[src/rtl/serial_adder8.sv]
// Bit-serial ripple-carry adder: one full-adder slice and a carry flop, LSB first, start/busy/done handshake.
// Optional SERIAL_ADD_OVF_EN adds a registered two's-complement overflow flag (ovf).
//
// state  | meaning
// IDLE   | waiting for start
// RUN    | one operand bit added per clock
// DONE   | one-cycle completion pulse; start here chains the next operation
module serial_adder8 #(
  parameter int WIDTH = 8
) (
  input  logic             clk,
  input  logic             rst_n,
  input  logic             start,
  input  logic [WIDTH-1:0] x,
  input  logic [WIDTH-1:0] y,
  input  logic             cin,
  output logic             busy,
  output logic             done,
  output logic [WIDTH-1:0] sum,
  output logic             cout
`ifdef SERIAL_ADD_OVF_EN
  ,
  output logic             ovf
`endif
);

  localparam int CW = (WIDTH > 1) ? $clog2(WIDTH) : 1;

  typedef enum logic [1:0] {
    S_IDLE = 2'd0,
    S_RUN  = 2'd1,
    S_DONE = 2'd2
  } state_t;

  state_t           r_state;
  state_t           w_next;
  logic [WIDTH-1:0] r_xs;
  logic [WIDTH-1:0] r_ys;
  logic [WIDTH-1:0] r_ps;
  logic             r_carry;
  logic [CW-1:0]    r_cnt;

  logic w_accept;
  logic w_last;
  logic w_s;
  logic w_c;

  assign w_accept = start && ((r_state == S_IDLE) || (r_state == S_DONE));
  assign w_last   = (r_state == S_RUN) && (r_cnt == CW'(WIDTH - 1));
  assign w_s      = r_xs[0] ^ r_ys[0] ^ r_carry;
  assign w_c      = (r_xs[0] & r_ys[0]) | (r_xs[0] & r_carry) | (r_ys[0] & r_carry);

  always_ff @(posedge clk or negedge rst_n) begin
    if (!rst_n) begin
      r_state <= S_IDLE;
    end else begin
      r_state <= w_next;
    end
  end

  always_comb begin
    w_next = r_state;
    case (r_state)
      S_IDLE:  if (w_accept) w_next = S_RUN;
      S_RUN:   if (w_last) w_next = S_DONE;
      S_DONE:  w_next = w_accept ? S_RUN : S_IDLE;
      default: w_next = S_IDLE;
    endcase
  end

  always_comb begin
    busy = 1'b0;
    done = 1'b0;
    case (r_state)
      S_RUN:   busy = 1'b1;
      S_DONE:  done = 1'b1;
      default: ;
    endcase
  end

  // Result registers only move on the edge that consumes the final bit.
  always_ff @(posedge clk or negedge rst_n) begin
    if (!rst_n) begin
      r_xs    <= '0;
      r_ys    <= '0;
      r_ps    <= '0;
      r_carry <= 1'b0;
      r_cnt   <= '0;
      sum     <= '0;
      cout    <= 1'b0;
`ifdef SERIAL_ADD_OVF_EN
      ovf     <= 1'b0;
`endif
    end else if (w_accept) begin
      r_xs    <= x;
      r_ys    <= y;
      r_carry <= cin;
      r_cnt   <= '0;
    end else if (r_state == S_RUN) begin
      r_xs    <= {1'b0, r_xs[WIDTH-1:1]};
      r_ys    <= {1'b0, r_ys[WIDTH-1:1]};
      r_ps    <= {w_s, r_ps[WIDTH-1:1]};
      r_carry <= w_c;
      r_cnt   <= r_cnt + 1'b1;
      if (w_last) begin
        sum  <= {w_s, r_ps[WIDTH-1:1]};
        cout <= w_c;
`ifdef SERIAL_ADD_OVF_EN
        ovf  <= r_carry ^ w_c;
`endif
      end
    end
  end

endmodule

[config.mk]
export PLATFORM = sky130hd
export DESIGN_NAME = serial_adder8
export DESIGN_NICKNAME = d
export VERILOG_FILES = /design/src/rtl/serial_adder8.sv
export SDC_FILE = /design/constraint.sdc
export NUM_CORES = 1
export LEC_CHECK = 0
export BUFFER_PORTS_ARGS = -buffer_cell sky130_fd_sc_hd__buf_2
export CAP_MARGIN = 10
export CORE_ASPECT_RATIO = 1.4
export CORE_MARGIN = 4
export CORE_UTILIZATION = 49
export CTS_CLUSTER_SIZE = 28
export DETAILED_ROUTE_END_ITERATION = 10
export GPL_TIMING_DRIVEN = 1
export PLACE_DENSITY = 0.73
export SLEW_MARGIN = 40
export SYNTH_ARGS = -nofsm -noshare
export SYNTH_HDL_FRONTEND = slang
export SYNTH_SLANG_ARGS = --single-unit
[constraint.sdc]
create_clock -name clk -period 1.43 [get_ports clk]
set_clock_uncertainty 0.15 [all_clocks]
set_input_delay 0.143 -clock clk [delete_from_list [all_inputs] [get_ports clk]]
set_output_delay 0.143 -clock clk [all_outputs]
set_load 0.03 [all_outputs]
=== Word-level counts from Yosys, hierarchy flattened ===
Cells that the tools add are included.

* $mul: 0
* Div/mod/pow operators: 0
* Shifts and indexed selects: 0
* Equality and inequality tests: 5
* Muxes and demuxes: 14
* Add/subtract/negate cells: 1
* Bitwise logic cells: 8
* Reductions and logical operators: 8
* Magnitude comparators: 0

{| class="wikitable"
|+ Operator list
! kind !! count
|-
| $mux W8 || 4
|-
| $mux W3 || 2
|-
| $pmux W2 S3 || 1
|-
| $mux W1 || 5
|-
| $mux W2 || 2
|-
| $ne A2 B2 Y1 const B || 2
|-
| $reduce_and A2 Y1 || 2
|-
| $add A3 B1 Y3 const B || 1
|-
| $and A1 B1 Y1 || 3
|-
| $eq A3 B3 Y1 const B || 1
|-
| $reduce_and A3 Y1 || 1
|-
| $eq A2 B1 Y1 const B || 1
|-
| $eq A2 B2 Y1 const B || 1
|-
| $logic_and A1 B1 Y1 || 2
|-
| $logic_not A2 Y1 || 1
|-
| $or A1 B1 Y1 || 2
|-
| $reduce_bool A2 Y1 || 1
|-
| $xor A1 B1 Y1 || 2
|-
| $logic_or A1 B1 Y1 || 1
|-
| $not A1 Y1 || 1
|}

* ROM bits: 0
* Bits in latches: 0
* Register bits: 39
* Bits in writable memories: 0
* Memories kept: 0
* Logic and storage cells: 44

=== Longest topological paths before layout ===
* Depth after elaboration: 5
* Mapped depth: 6

=== Worst setup path after synthesis ===
OpenSTA, ideal clock, no wires.

* Kind: flip-flop to flip-flop
* From: register r_cnt[0]
* To: register r_cnt[2]
* Cell stages (with the launch flop): 5
* Path slack: -138 ps
* Arrival time: 1,297 ps
* Buffers on the path: 0
* Path through: dfrtp_1 ha_1 ha_1 mux2_2 a22o_1

* Word-level cells in the longest chain between the ends: 3

{| class="wikitable"
|+ RTL lines
! element !! line !! source
|-
| from (decl) || 41 || <nowiki>logic [CW-1:0] r_cnt;</nowiki>
|-
| from (signal assigned) || 104 || <nowiki>r_cnt <= r_cnt + 1'b1;</nowiki>
|-
| $add A3 B1 Y3 || 104 ||
|-
| $mux W3 || 99 || <nowiki>end else if (r_state == S_RUN) begin</nowiki>
|-
| $mux W3 || 94 || <nowiki>end else if (w_accept) begin</nowiki>
|}

Every way passes these cells. The select of a mux whose other input is x is not followed.
A chain may end at the register's enable or synchronous reset.

=== Final worst setup path ===
Ends and elaborated chain as after synthesis.

==> flow_metrics.py <==
metrics = {
    "route": {
        "first_pass_iters": 4,
        "antenna_left": 0,
        "wl_per_cell_um": 15.4,
        "wirelength_mm": 3.92,
        "viasPerCell": 5.42,
        "drc_errors": 0,
        "num_vias": 1377,
        "drtIter0Drc": 27,
    },
    "layout": {
        "fin_util_pct": 70.4,
        "diodes": 0,
        "fin_cells": 254,
        "fin_nets": 237,
        "drive_gt1_share_pct": 36.4,
        "synthToLayoutAreaGrowth_pct": 38.0,
    },
    "placement": {
        "post-place-cells": 224,
        "port_buffers": 30,
        "routabilityCongestion": 0.731,
        "hpwl_mm": 2.56,
        "pre_cts_ws_ps": -91.5,
    },
    "die": {
        "die_w_um": 58.1,
        "start_util_pct": 51.0,
        "die_area_sq_um": 4550,
        "boundaryPins": 31,
        "num_rows": 25,
        "coreArea_sq_um": 3380,
        "die_h_um": 78.2,
    },
    "global_routing": {
        "track_usage_pct": 18.7,
        "grt_pass1_wl_mm": 6.45,
        "grt_overflow": 0,
        "grt_pass1_vias": 1404,
        "grt_antenna_before_repair": 0,
        "grt_max_degree": 39,
    },
    "pwr": {
        "power.density_nw_per_um2": 2260,
        "peakVddDrop_v": 0.00138,
        "power.leakage_uw": 0.00114,
        "total_power_uw": 5370,
    },
    "critical_path": {
        "reg2reg_slack_ps": -100,
        "crit_start": "r_cnt[0]$_DFFE_PN0P_",
        "critical_path.max_fanout": 2,
        "cp.required_ps": 1460,
        "end_kind": "flop",
        "rr_worst_depth": 4,
        "rr_endpoint": "r_cnt[2]$_DFFE_PN0P_",
        "endpoint": "r_cnt[2]$_DFFE_PN0P_",
        "startpoint_type": "flop",
        "path_class": "reg2reg",
        "crit_arrival_ps": 1550,
        "r2r-start": "r_cnt[0]$_DFFE_PN0P_",
    },
    "clock_tree": {
        "tritoncts": "yes",
        "numCtsBuffers": 5,
        "clockBufferDepth": 2,
        "htree_levels": 2,
        "clk_pin_slew_ps": 70,
        "cts_root_buf": "clkbuf_8",
        "clock_sinks": 38,
        "clock_latency_ps": 290,
    },
    "timing": {
        "worst_pin_slew_ps": 464,
        "final_hold_viol_count": 0,
        "setup_viol": 12,
        "slew_headroom_pct": 69.1,
        "min_period_ps": 1530,
        "fmax_ghz": 0.654,
        "drv_slew": 0,
        "hold_slack_ps": 7.48,
        "period_share_pct": 107,
        "setup_ws_ps": -98.8,
        "rsz0062_at_grt": "true",
    },
    "logic_synthesis": {
        "yosysSeqAreaShare_pct": 55.2,
        "yosysTopAreaCell": "dfrtp_1",
        "yosysWarnings": 0,
        "netlist_top_cells_count": "dfrtp_1, nand2_1, mux2_4",
        "syn_nets": 175,
        "synthDistinctLibCells": 25,
        "ys_async_sr_fraction_pct": 100,
        "synth-seq-cells": 38,
        "syn_inst": 152,
        "ys.flop_type": "dfrtp_1",
        "synthTopCellsByArea": "dfrtp_1, mux2_4, nand2_1",
        "synth_area_per_cell_sq_um": 11.3,
        "synth_area_sq_um": 1720,
        "synth_top_area_share_pct": 55.2,
        "synth_edf_count": 0,
        "synth_most_common_cell": "dfrtp_1",
    },
    "run_status": {
        "status": "finished, violations left",
        "violations": "setup timing",
    },
    "hold_path": {
        "hp-class": "in2reg",
    },
    "job": {
        "maxCapViolCount": 0,
    },
}
## metal layers
metal | GRT usage (%) | routed length, um | up-vias | share of wire (%)
li1 | - | - | 655 | -
met1 | 21.2 | 1560 | 662 | 40
met2 | 32.1 | 2080 | 49 | 53
met3 | 3.62 | 186 | 11 | 4.7
met4 | 10.4 | 101 | 0 | 2.6
met5 | 0 | 0 | - | 0
## cells by family after synthesis
kind of cell               share of synthesized area (%)
and+or+nand+nor                                     14.2
DFF                                                 55.2
AOI/OAI and AO/OA                                   10.2
muxes                                               13.8
buffers and inverters                               3.56
adders and majority gates                           2.61
xor gates and xnor gates                           0.508
## layout by cell type, fill, tap and decap left out, types with 8 or more instances in the layout
| master | synthesis | routed |
|---|---|---|
| mux2_4 | 9 | 10 |
| nand2_1 | 23 | 23 |
| dlygate4sd3_1 | 0 | 13 |
| buf_4 | 0 | 17 |
| mux2i_1 | 8 | 8 |
| nor2_1 | 8 | 8 |
| buf_2 | 6 | 28 |
| dfrtp_1 | 38 | 37 |
## how the worst min path moves through the flow
stage                      from                   end  cells after the start
after floorplan           rst_n      cout$_DFFE_PN0P_                      0
after global placement    rst_n  r_cnt[2]$_DFFE_PN0P_                      2
after detailed placement  rst_n    sum[6]$_DFFE_PN0P_                      2
after CTS                  y[0]   r_ys[0]$_DFFE_PN0P_                      3
after global routing       x[7]   r_xs[7]$_DFFE_PN0P_                      3
final                      x[7]   r_xs[7]$_DFFE_PN0P_                      3
## what timing repair did
| item | in CTS | in global routing |
|---|---|---|
| gates resized for setup | 11 | 5 |
| cloned | 0 | 1 |
| hold buffers | 13 | 0 |
| setup buffers | 4 | 5 |
| hold endpoints to repair | 50 | 0 |
| setup endpoints to repair | 12 | 22 |
| pin swaps | 0 | 3 |
## cell type report
cell class / count / area [sq um]
clock buffer: 6 / 82.6
clock inverter: 1 / 30.0
fill: 239 / 1000
inverter: 2 / 12.5
multi-input combinational: 104 / 785
sequential: 38 / 952
tap: 40 / 50.0
timing repair buffer: 63 / 467
## power breakdown
| group | internal, uW | switching, uW |
|---|---|---|
| Clock | 558 | 361 |
| Combinational | 1250 | 1250 |
| Sequential | 1580 | 369 |
## registers in the layout, summed over array words and instances, names as in the netlist
name and count:
cout 1, r_xs 8, sum 8, r_cnt 3
r_state 2, r_ys 8, r_carry 1, r_ps 7
## critical path: stages, from the launching register on
cell and delay, ps:
dfrtp_1 390, ha_2 200, ha_4 210, mux2_4 260, a22o_1 200
## per-stage QoR
step                TNS, ps  instance area (sq um)
floorplan             -55.5                   1750
global placement      -41.0                   1990
detailed placement     -302                   1990
CTS                    -430                   2290
global route           -712                   2380
finish                 -436                   2380
Power figures use the tool's default switching activity.
